### config.mk
export PLATFORM = sky130hd
export DESIGN_NAME = memory_arbiter_flat
export DESIGN_NICKNAME = d
export VERILOG_FILES = /design/src/rtl/memory_arbiter_if.sv /design/src/rtl/memory_arbiter.sv /design/src/flat_wrapper.sv
export SDC_FILE = /design/constraint.sdc
export NUM_CORES = 1
export LEC_CHECK = 0
export CORE_MARGIN = 1.5
export CORE_UTILIZATION = 44
export DETAILED_ROUTE_END_ITERATION = 10
export PLACE_DENSITY = 0.86
export SLEW_MARGIN = 20
export SYNTH_ARGS = -nofsm -noshare
export SYNTH_HDL_FRONTEND = slang
export SYNTH_SLANG_ARGS = --single-unit
### constraint.sdc
create_clock -name iCLK -period 2.8 [get_ports iCLK]
set_input_delay 0.42 -clock iCLK [delete_from_list [all_inputs] [get_ports iCLK]]
set_output_delay 0.42 -clock iCLK [all_outputs]
set_load 0.01 [all_outputs]
### src/rtl/memory_arbiter_if.sv
// Requester and memory-bus signal bundle for memory_arbiter.
// The arbiter takes the slave view; requesters and the memory model take the master view.
interface memory_arbiter_if;
  logic        iIReq;
  logic [31:0] iIAddress;
  logic [31:0] oIReadData;
  logic        oIValid;
  logic        iDReq;
  logic        iDWrite;
  logic [3:0]  iDByteEnable;
  logic [31:0] iDAddress;
  logic [31:0] iDWriteData;
  logic [31:0] oDReadData;
  logic        oDValid;
  logic        oReadEnable;
  logic        oWriteEnable;
  logic [3:0]  oByteEnable;
  logic [31:0] oAddress;
  logic [31:0] oWriteData;
  logic [31:0] iReadData;
  logic        oBusy;

  modport slave (
    input  iIReq, iIAddress, iDReq, iDWrite, iDByteEnable, iDAddress, iDWriteData, iReadData,
    output oIReadData, oIValid, oDReadData, oDValid, oReadEnable, oWriteEnable, oByteEnable,
           oAddress, oWriteData, oBusy
  );

  modport master (
    output iIReq, iIAddress, iDReq, iDWrite, iDByteEnable, iDAddress, iDWriteData, iReadData,
    input  oIReadData, oIValid, oDReadData, oDValid, oReadEnable, oWriteEnable, oByteEnable,
           oAddress, oWriteData, oBusy
  );
endinterface

### src/rtl/memory_arbiter.sv
// Two-port (instruction fetch / data) arbiter onto a single memory bus, one access in flight.
// Conflicts resolve round-robin or with fixed data priority; bus outputs come from latched registers.
module memory_arbiter #(
  parameter int unsigned READ_LATENCY  = 2,
  parameter int unsigned DATA_PRIORITY = 0
) (
  input  logic             iCLK,
  input  logic             iRST,
  memory_arbiter_if.slave  bus
);

  localparam logic [3:0] LatLoad  = 4'(READ_LATENCY - 1);
  localparam bit         DataWins = (DATA_PRIORITY != 0);

  typedef enum logic [1:0] {StIdle, StAccess, StResp} state_e;

  state_e      state_q, state_d;
  logic        grant_i, grant_d;
  logic        owner_d_q;
  logic        last_d_q;
  logic        wr_q;
  logic [3:0]  cnt_q;
  logic [31:0] addr_q;
  logic [3:0]  be_q;
  logic [31:0] wdata_q;
  logic [31:0] irdata_q;
  logic [31:0] drdata_q;
  logic        access_last;

  // Writes finish after one ACCESS cycle; reads when the latency counter reaches zero.
  assign access_last = (state_q == StAccess) && (wr_q || (cnt_q == 4'd0));

  always_comb begin
    grant_i = 1'b0;
    grant_d = 1'b0;
    if (state_q == StIdle) begin
      if (bus.iIReq && bus.iDReq) begin
        if (DataWins || !last_d_q) begin
          grant_d = 1'b1;
        end else begin
          grant_i = 1'b1;
        end
      end else begin
        grant_i = bus.iIReq;
        grant_d = bus.iDReq;
      end
    end
  end

  always_ff @(posedge iCLK) begin
    if (!iRST) begin
      state_q <= StIdle;
    end else begin
      state_q <= state_d;
    end
  end

  always_comb begin
    state_d = state_q;
    unique case (state_q)
      StIdle:   if (grant_i || grant_d) state_d = StAccess;
      StAccess: if (access_last) state_d = StResp;
      StResp:   state_d = StIdle;
      default:  state_d = StIdle;
    endcase
  end

  always_ff @(posedge iCLK) begin
    if (!iRST) begin
      owner_d_q <= 1'b0;
      last_d_q  <= 1'b0;
      wr_q      <= 1'b0;
      cnt_q     <= 4'd0;
      addr_q    <= 32'd0;
      be_q      <= 4'b0000;
      wdata_q   <= 32'd0;
      irdata_q  <= 32'd0;
      drdata_q  <= 32'd0;
    end else begin
      if (grant_i) begin
        addr_q    <= bus.iIAddress;
        be_q      <= 4'b1111;
        wr_q      <= 1'b0;
        owner_d_q <= 1'b0;
        last_d_q  <= 1'b0;
        cnt_q     <= LatLoad;
      end else if (grant_d) begin
        addr_q    <= bus.iDAddress;
        be_q      <= bus.iDByteEnable;
        wdata_q   <= bus.iDWriteData;
        wr_q      <= bus.iDWrite;
        owner_d_q <= 1'b1;
        last_d_q  <= 1'b1;
        cnt_q     <= bus.iDWrite ? 4'd0 : LatLoad;
      end else if ((state_q == StAccess) && (cnt_q != 4'd0)) begin
        cnt_q <= cnt_q - 4'd1;
      end

      if (access_last && !wr_q) begin
        if (owner_d_q) begin
          drdata_q <= bus.iReadData;
        end else begin
          irdata_q <= bus.iReadData;
        end
      end
    end
  end

  always_comb begin
    bus.oReadEnable  = 1'b0;
    bus.oWriteEnable = 1'b0;
    bus.oIValid      = 1'b0;
    bus.oDValid      = 1'b0;
    bus.oBusy        = (state_q != StIdle);
    unique case (state_q)
      StAccess: begin
        bus.oReadEnable  = !wr_q;
        bus.oWriteEnable = wr_q;
      end
      StResp: begin
        bus.oIValid = !owner_d_q;
        bus.oDValid = owner_d_q;
      end
      default: ;
    endcase
  end

  assign bus.oAddress   = addr_q;
  assign bus.oByteEnable = be_q;
  assign bus.oWriteData = wdata_q;
  assign bus.oIReadData = irdata_q;
  assign bus.oDReadData = drdata_q;

endmodule
### src/flat_wrapper.sv
// flat-port wrapper written by rule: the top's interface ports become plain ports
module memory_arbiter_flat 
#(
  parameter int unsigned READ_LATENCY  = 2,
  parameter int unsigned DATA_PRIORITY = 0
)
  (iCLK, iRST, bus_iIReq, bus_iIAddress, bus_iDReq, bus_iDWrite, bus_iDByteEnable, bus_iDAddress, bus_iDWriteData, bus_iReadData, bus_oIReadData, bus_oIValid, bus_oDReadData, bus_oDValid, bus_oReadEnable, bus_oWriteEnable, bus_oByteEnable, bus_oAddress, bus_oWriteData, bus_oBusy);
  memory_arbiter_if bus_i ();
  input  logic iCLK;
  input  logic iRST;
  input wire logic [$bits(bus_i.iIReq)-1:0] bus_iIReq;
  input wire logic [$bits(bus_i.iIAddress)-1:0] bus_iIAddress;
  input wire logic [$bits(bus_i.iDReq)-1:0] bus_iDReq;
  input wire logic [$bits(bus_i.iDWrite)-1:0] bus_iDWrite;
  input wire logic [$bits(bus_i.iDByteEnable)-1:0] bus_iDByteEnable;
  input wire logic [$bits(bus_i.iDAddress)-1:0] bus_iDAddress;
  input wire logic [$bits(bus_i.iDWriteData)-1:0] bus_iDWriteData;
  input wire logic [$bits(bus_i.iReadData)-1:0] bus_iReadData;
  output wire logic [$bits(bus_i.oIReadData)-1:0] bus_oIReadData;
  output wire logic [$bits(bus_i.oIValid)-1:0] bus_oIValid;
  output wire logic [$bits(bus_i.oDReadData)-1:0] bus_oDReadData;
  output wire logic [$bits(bus_i.oDValid)-1:0] bus_oDValid;
  output wire logic [$bits(bus_i.oReadEnable)-1:0] bus_oReadEnable;
  output wire logic [$bits(bus_i.oWriteEnable)-1:0] bus_oWriteEnable;
  output wire logic [$bits(bus_i.oByteEnable)-1:0] bus_oByteEnable;
  output wire logic [$bits(bus_i.oAddress)-1:0] bus_oAddress;
  output wire logic [$bits(bus_i.oWriteData)-1:0] bus_oWriteData;
  output wire logic [$bits(bus_i.oBusy)-1:0] bus_oBusy;
  assign bus_i.iIReq = bus_iIReq;
  assign bus_i.iIAddress = bus_iIAddress;
  assign bus_i.iDReq = bus_iDReq;
  assign bus_i.iDWrite = bus_iDWrite;
  assign bus_i.iDByteEnable = bus_iDByteEnable;
  assign bus_i.iDAddress = bus_iDAddress;
  assign bus_i.iDWriteData = bus_iDWriteData;
  assign bus_i.iReadData = bus_iReadData;
  assign bus_oIReadData = bus_i.oIReadData;
  assign bus_oIValid = bus_i.oIValid;
  assign bus_oDReadData = bus_i.oDReadData;
  assign bus_oDValid = bus_i.oDValid;
  assign bus_oReadEnable = bus_i.oReadEnable;
  assign bus_oWriteEnable = bus_i.oWriteEnable;
  assign bus_oByteEnable = bus_i.oByteEnable;
  assign bus_oAddress = bus_i.oAddress;
  assign bus_oWriteData = bus_i.oWriteData;
  assign bus_oBusy = bus_i.oBusy;
  memory_arbiter #(.READ_LATENCY(READ_LATENCY), .DATA_PRIORITY(DATA_PRIORITY)) u_core (.iCLK(iCLK), .iRST(iRST), .bus(bus_i));
endmodule
==> results.sh, run 1 <==
export IMPL_status="finished clean"
export IMPL_ys_seq_area_frac=0.4905
export IMPL_p_leak_nw=3.499
export IMPL_holdBufCountCts=0
export IMPL_design_area_um2=9203
export IMPL_crit_arrival_ns=2.05
export IMPL_yosysWarnings=0
export IMPL_setup_violations=0
export IMPL_avgSynthCellArea_um2=9.056
export IMPL_maxSlewViolCount=0
export IMPL_cts_tree="built"
export IMPL_fmax_mhz=404.4
export IMPL_vias=5757
export IMPL_antenna_left=0
export IMPL_syn_inst=631
export IMPL_initial_utilization=0.4510
export IMPL_postCtsSetupBuffers=0
export IMPL_grt_max_degree=79
export IMPL_ys_types=38
export IMPL_slew_headroom=0.3110
export IMPL_setup_tns_ns=0
export IMPL_clock_latency_ns=0.42
export IMPL_crit_fanout=9
export IMPL_cts_resized_gates=0
export IMPL_die_area_um2=13680
export IMPL_rsz0062_at_grt="false"
export IMPL_synth_nets=770
export IMPL_drt_iter0_drc=466
export IMPL_fin_util=0.7263
export IMPL_design_core_area_um2=12670
export IMPL_fin_cells=1060
export IMPL_synth_ff_type="dfxtp_1"
export IMPL_vdd_drop_max_mv=0.4892
export IMPL_tightest_slew_ns=1.032
export IMPL_area_delta_synth_final_pct=61.05
export IMPL_num_antenna_cells=0
export IMPL_finalCritPeriodShare=0.8831
export IMPL_numCtsBuffers=17
export IMPL_overflow=0
export IMPL_hpwlAfterDp_um=12180
export IMPL_max_cap_viol_count=0
export IMPL_hold_viol_final=0
export IMPL_skew_ns=0.01694
export IMPL_cts_root_buf="clkbuf_16"
export IMPL_criticalPathCategory="reg -> out"
export IMPL_wl_um=18450
export IMPL_ys_ff_latch=140
export IMPL_async_flop_share=0
export IMPL_numPortBuffers=273
export IMPL_cts_sinks=140
export IMPL_cts_max_path_buffers=2
export IMPL_grt_pass1_wl_um=27520
export IMPL_fin_total_pwr_mw=5.979
export IMPL_placed_area_um2=8539
export IMPL_wire_per_inst_um=17.41
export IMPL_cp_data_required_time_ns=2.38
export IMPL_drc=0
export IMPL_first_pass_iters=7
export IMPL_gp_congestion=0.7902
export IMPL_dp_cells=1028
export IMPL_htree_levels=4
export IMPL_routed_via_density=5.431
export IMPL_antenna_found_initial=0
export IMPL_hold_path_class="in -> reg"
export IMPL_grt_total_usage=0.2600
export IMPL_syn_area_um2=5714
export IMPL_clk_pin_slew_ns=0.06
export IMPL_synth_edf_count=0
export IMPL_ios=274
export IMPL_cp_start_kind="flop"
export IMPL_end_kind="output pin"
export IMPL_die_width_um=117.0
export IMPL_powerDensity_nw_per_um2=649.8
export IMPL_dieHeight_um=117.0
export IMPL_drive_gt1_frac=0.08333
export IMPL_final_nets=1014
export IMPL_grt_pass1_vias=5559
export IMPL_rows=41
export IMPL_post_route_min_period_ns=2.473
==> placed cells by master, fill, tap and decap left out, types with 2 or more instances in the layout <==
| master | synthesis | routed |
|---|---|---|
| o21ai_0 | 59 | 59 |
| ha_1 | 2 | 2 |
| inv_1 | 4 | 3 |
| buf_4 | 1 | 12 |
| a21oi_1 | 36 | 36 |
| nor2_1 | 4 | 4 |
| mux2i_1 | 64 | 64 |
| bufinv_16 | 0 | 4 |
| nor3b_1 | 2 | 2 |
| clkdlybuf4s50_1 | 0 | 272 |
| nor3b_4 | 0 | 2 |
| and2_1 | 2 | 2 |
| nand2_1 | 99 | 98 |
| a32o_1 | 10 | 10 |
| dfxtp_1 | 140 | 140 |
| nand3_1 | 79 | 78 |
| clkbuf_8 | 0 | 6 |
| o221a_2 | 14 | 14 |
| nand2_2 | 1 | 2 |
| a31oi_1 | 23 | 23 |
| clkinv_2 | 0 | 2 |
| clkbuf_16 | 0 | 17 |
| a21boi_0 | 10 | 10 |
| buf_12 | 0 | 3 |
==> routing by layer <==
layer  vias up  wire length [µm]  track usage
li1       2734                 -            -
met1      2723              6970       0.2795
met2       264              8967       0.4448
met3        36              2041       0.1220
met4         0               473       0.1020
met5         -                 0            0
==> flip-flops by register name (all words and copies together), names as in the netlist <==
signal and cells:
u_core.bus.oAddress 32, u_core.bus.oByteEnable 4, u_core.bus.oDReadData 32, u_core.bus.oIReadData 32, u_core.bus.oWriteData 32, u_core.cnt_q 4, u_core.last_d_q 1, u_core.state_q 2
u_core.wr_q 1
==> cells in the mapped netlist (2+ instances only) <==
library cell    n  area [µm²]
a21oi_1        36       180.2
o221a_2        14       157.7
nand3_1        79       395.4
o21ai_0        59       295.3
buf_2          19       95.09
and2_1          2       12.51
ha_1            2       25.02
a32o_1         10       100.1
a31oi_1        23       143.9
mux2i_1        64       640.6
inv_1           4       15.01
nor3b_1         2       15.01
nor2_1          4       15.01
clkbuf_1       39       146.4
dfxtp_1       140        2803
nand2_1        99       371.6
a21boi_0       10       75.07
buf_6           3       33.78
nor3b_2         3       37.54
==> area by class of cell <==
type	count	area [µm²]
fill	917	3468
timing repair buffer	287	2873
sequential	140	2803
multi-input combinational	425	2634
clock buffer	23	508.0
tap	172	215.2
clock inverter	9	155.1
inverter	4	15.01
==> worst max-delay path: stages, from the launching register on <==
cell and delay (ns):
dfxtp_1 0.57, nor2b_1 0.33, and2_1 0.17, clkdlybuf4s50_1 0.57
==> worst paths after layout <==
path                                           startpoint  slack [ns]  cells past startpoint                   endpoint
worst min-delay path                                 iRST        0.44                      3  u_core.bus.oIReadData[25]
worst min register to register  u_core.bus.oIReadData[10]        0.46                      2  u_core.bus.oIReadData[10]
worst max register to register            u_core.cnt_q[0]        0.73                      6  u_core.bus.oIReadData[27]
worst max-delay path                    u_core.state_q[0]        0.33                      3           bus_oWriteEnable
==> cell families after synthesis <==
family	synth area share
adder cells (fa/ha/maj)	0.004379
AO/OA/AOI/OAI	0.1725
buffers and inverters	0.05211
flip-flops	0.4905
AND/OR/NAND/NOR	0.1684
multiplexers	0.1121
==> per-stage QoR <==
step	worst slack [ns]	hold WS (ns)
3_3_place_gp	0.5962	0.4405
4_1_cts	0.3301	0.4286
2_1_floorplan	1.042	0.4664
6_report	0.3272	0.4444
3_5_place_dp	0.5638	0.4513
5_1_grt	0.2332	0.4451
==> report_power, final <==
part	total [mW]	internal, mW	leakage (nW)	switching [mW]
registers	2.26	2.16	1.14	0.0994
clock network	2.50	1.64	0.326	0.867
logic	1.22	0.656	2.03	0.566
No activity file was read; power rests on OpenSTA's default activity.
==> run 2, diff against run 1 <==
--- a/config.mk
+++ b/config.mk
@@ -6,9 +6,10 @@
 export NUM_CORES = 1
 export LEC_CHECK = 0
 export CORE_MARGIN = 1.5
-export CORE_UTILIZATION = 44
+export CORE_UTILIZATION = 26
+export CTS_CLUSTER_DIAMETER = 120
 export DETAILED_ROUTE_END_ITERATION = 10
-export PLACE_DENSITY = 0.86
+export PLACE_DENSITY = 0.55
 export SLEW_MARGIN = 20
 export SYNTH_ARGS = -nofsm -noshare
 export SYNTH_HDL_FRONTEND = slang
==> run 2 against run 1 <==
Via count is 1.9% lower; routed wire length up 6.3%; highest routed layer unchanged; largest cell class unchanged; total power is 2.4% lower; critical path depth did not move; sequential power barely moved; critical path type unchanged; register-to-register slack better by 0.20 ns; first-iteration DRC count decreased by 52%.
==> results.sh, run 2 (synthesis results as in run 1) <==
export IMPL_status="finished clean"
export IMPL_p_leak_nw=3.477
export IMPL_cts_root_buf="clkbuf_16"
export IMPL_cp_start_kind="flop"
export IMPL_fmax_mhz=414.8
export IMPL_num_antenna_cells=0
export IMPL_hpwlAfterDp_um=13400
export IMPL_gp_congestion=0.7968
export IMPL_grt_pass1_wl_um=29400
export IMPL_hold_viol_final=0
export IMPL_cts_sinks=140
export IMPL_grt_total_usage=0.1662
export IMPL_slew_headroom=0.5533
export IMPL_design_area_um2=9309
export IMPL_postCtsSetupBuffers=0
export IMPL_drive_gt1_frac=0.08642
export IMPL_cp_cell_sequence="nor2b_1 -> and2_1 -> clkdlybuf4s50_1"
export IMPL_end_kind="output pin"
export IMPL_placed_area_um2=8705
export IMPL_cts_max_path_buffers=2
export IMPL_initial_utilization=0.2635
export IMPL_setup_worst_path_end="bus_oWriteEnable"
export IMPL_max_cap_viol_count=0
export IMPL_final_cell_mix="clkdlybuf4s50_1, dfxtp_1, nand2_1"
export IMPL_die_width_um=151.3
export IMPL_multi_input_area_um2=2634
export IMPL_gr_usage_met1=0.1966
export IMPL_vdd_drop_max_mv=0.3738
export IMPL_top_usage_layer="met2"
export IMPL_ff_latch_area_um2=2803
export IMPL_dp_slack_ns=0.5856
export IMPL_crit_buf_inv=1
export IMPL_cts_resized_gates=0
export IMPL_final_nets=1018
export IMPL_grt_use_met2=0.2691
export IMPL_die_area_um2=22880
export IMPL_maxSlewViolCount=0
export IMPL_worst_slack_ns=0.3892
export IMPL_grt_max_degree=101
export IMPL_clock_latency_ns=0.42
export IMPL_design_core_area_um2=21690
export IMPL_grt_util_met3=0.07651
export IMPL_powerDensity_nw_per_um2=626.9
export IMPL_r2r_start="u_core.cnt_q[0]"
export IMPL_rr_endpoint="u_core.bus.oIReadData[11]"
export IMPL_finalCritPeriodShare=0.8610
export IMPL_post_route_min_period_ns=2.411
export IMPL_critPathLaunch="u_core.state_q[0]"
export IMPL_dp_cells=1140
export IMPL_area_delta_synth_final_pct=62.91
export IMPL_overflow=0
export IMPL_fin_cells=1171
export IMPL_rows=54
export IMPL_antenna_left=0
export IMPL_clk_pin_slew_ns=0.07
export IMPL_cts_tree="built"
export IMPL_fin_util=0.4292
export IMPL_drt_iter0_drc=225
export IMPL_cp_data_required_time_ns=2.38
export IMPL_crit_slowest_cell="clkdlybuf4s50_1"
export IMPL_path_delay_family="buffers and inverters"
export IMPL_rrSetupSlack_ns=0.93
export IMPL_numPortBuffers=273
export IMPL_skew_ns=0.01516
export IMPL_crit_arrival_ns=1.99
export IMPL_wl_um=19610
export IMPL_routed_via_density=4.825
export IMPL_first_pass_iters=6
export IMPL_vias=5650
export IMPL_htree_levels=4
export IMPL_antenna_found_initial=0
export IMPL_slowest_delay_ns=0.56
export IMPL_setup_tns_ns=0
export IMPL_fillers=2099
export IMPL_final_common_cell="clkdlybuf4s50_1"
export IMPL_grt_pass1_vias=5482
export IMPL_crit_fanout=9
export IMPL_criticalPathCategory="reg -> out"
export IMPL_numCtsBuffers=17
export IMPL_crit_cells=3
export IMPL_ff2ff_path_depth=6
export IMPL_tightest_slew_ns=0.6700
export IMPL_ios=274
export IMPL_dieHeight_um=151.3
export IMPL_hold_path_class="in -> reg"
export IMPL_wire_per_inst_um=16.74
export IMPL_holdBufCountCts=0
export IMPL_setup_violations=0
export IMPL_drc=0
export IMPL_rsz0062_at_grt="false"
==> run 2: worst min-delay path by stage <==
stage | slack (ns) | to | from | cells after the start
floorplan | 0.47 | u_core.cnt_q[3] | u_core.cnt_q[3] | 2
global placement | 0.44 | u_core.bus.oIReadData[29] | u_core.bus.oIReadData[29] | 2
detailed placement | 0.45 | u_core.bus.oIReadData[29] | u_core.bus.oIReadData[29] | 2
CTS | 0.35 | u_core.bus.oAddress[26] | iRST | 2
global route | 0.35 | u_core.bus.oAddress[26] | iRST | 2
finish | 0.37 | u_core.bus.oAddress[26] | iRST | 2
==> run 2: worst register-to-register path, stage by stage (launching register included) <==
cell	delay, ns
dfxtp_1	0.31
inv_1	0.09
ha_1	0.16
or3b_1	0.46
nor4_4	0.23
buf_12	0.28
mux2i_1	0.27
==> run 2: final cells by class <==
cell class	count	area share
Timing Repair Buffer	291	0.3118
Sequential cell	140	0.3011
Clock buffer	18	0.04718
Tap cell	280	0.03763
Clock inverter	13	0.01774
Inverter	4	0.001613
Multi-Input combinational cell	425	0.2829
==> run 2: routing by layer <==
layer | share of wire | up-vias | routed length [µm]
met1 | 0.43 | 2666 | 8470
met2 | 0.44 | 229 | 8693
li1 | - | 2741 | -
met3 | 0.11 | 14 | 2224
met4 | 0.011 | 0 | 219
met5 | 0 | - | 0
==> run 2: through the flow <==
step	hold slack [ns]	power [mW]
6_report	0.3685	5.836
5_1_grt	0.3454	6.105
4_1_cts	0.3512	5.915
3_5_place_dp	0.4454	3.537
3_3_place_gp	0.4421	3.537
2_1_floorplan	0.4664	2.864
==> run 2: where the power goes <==
group | total [mW] | internal [mW] | switching, mW
clock network | 2.35 | 1.43 | 0.926
registers | 2.25 | 2.15 | 0.0935
logic | 1.24 | 0.661 | 0.574
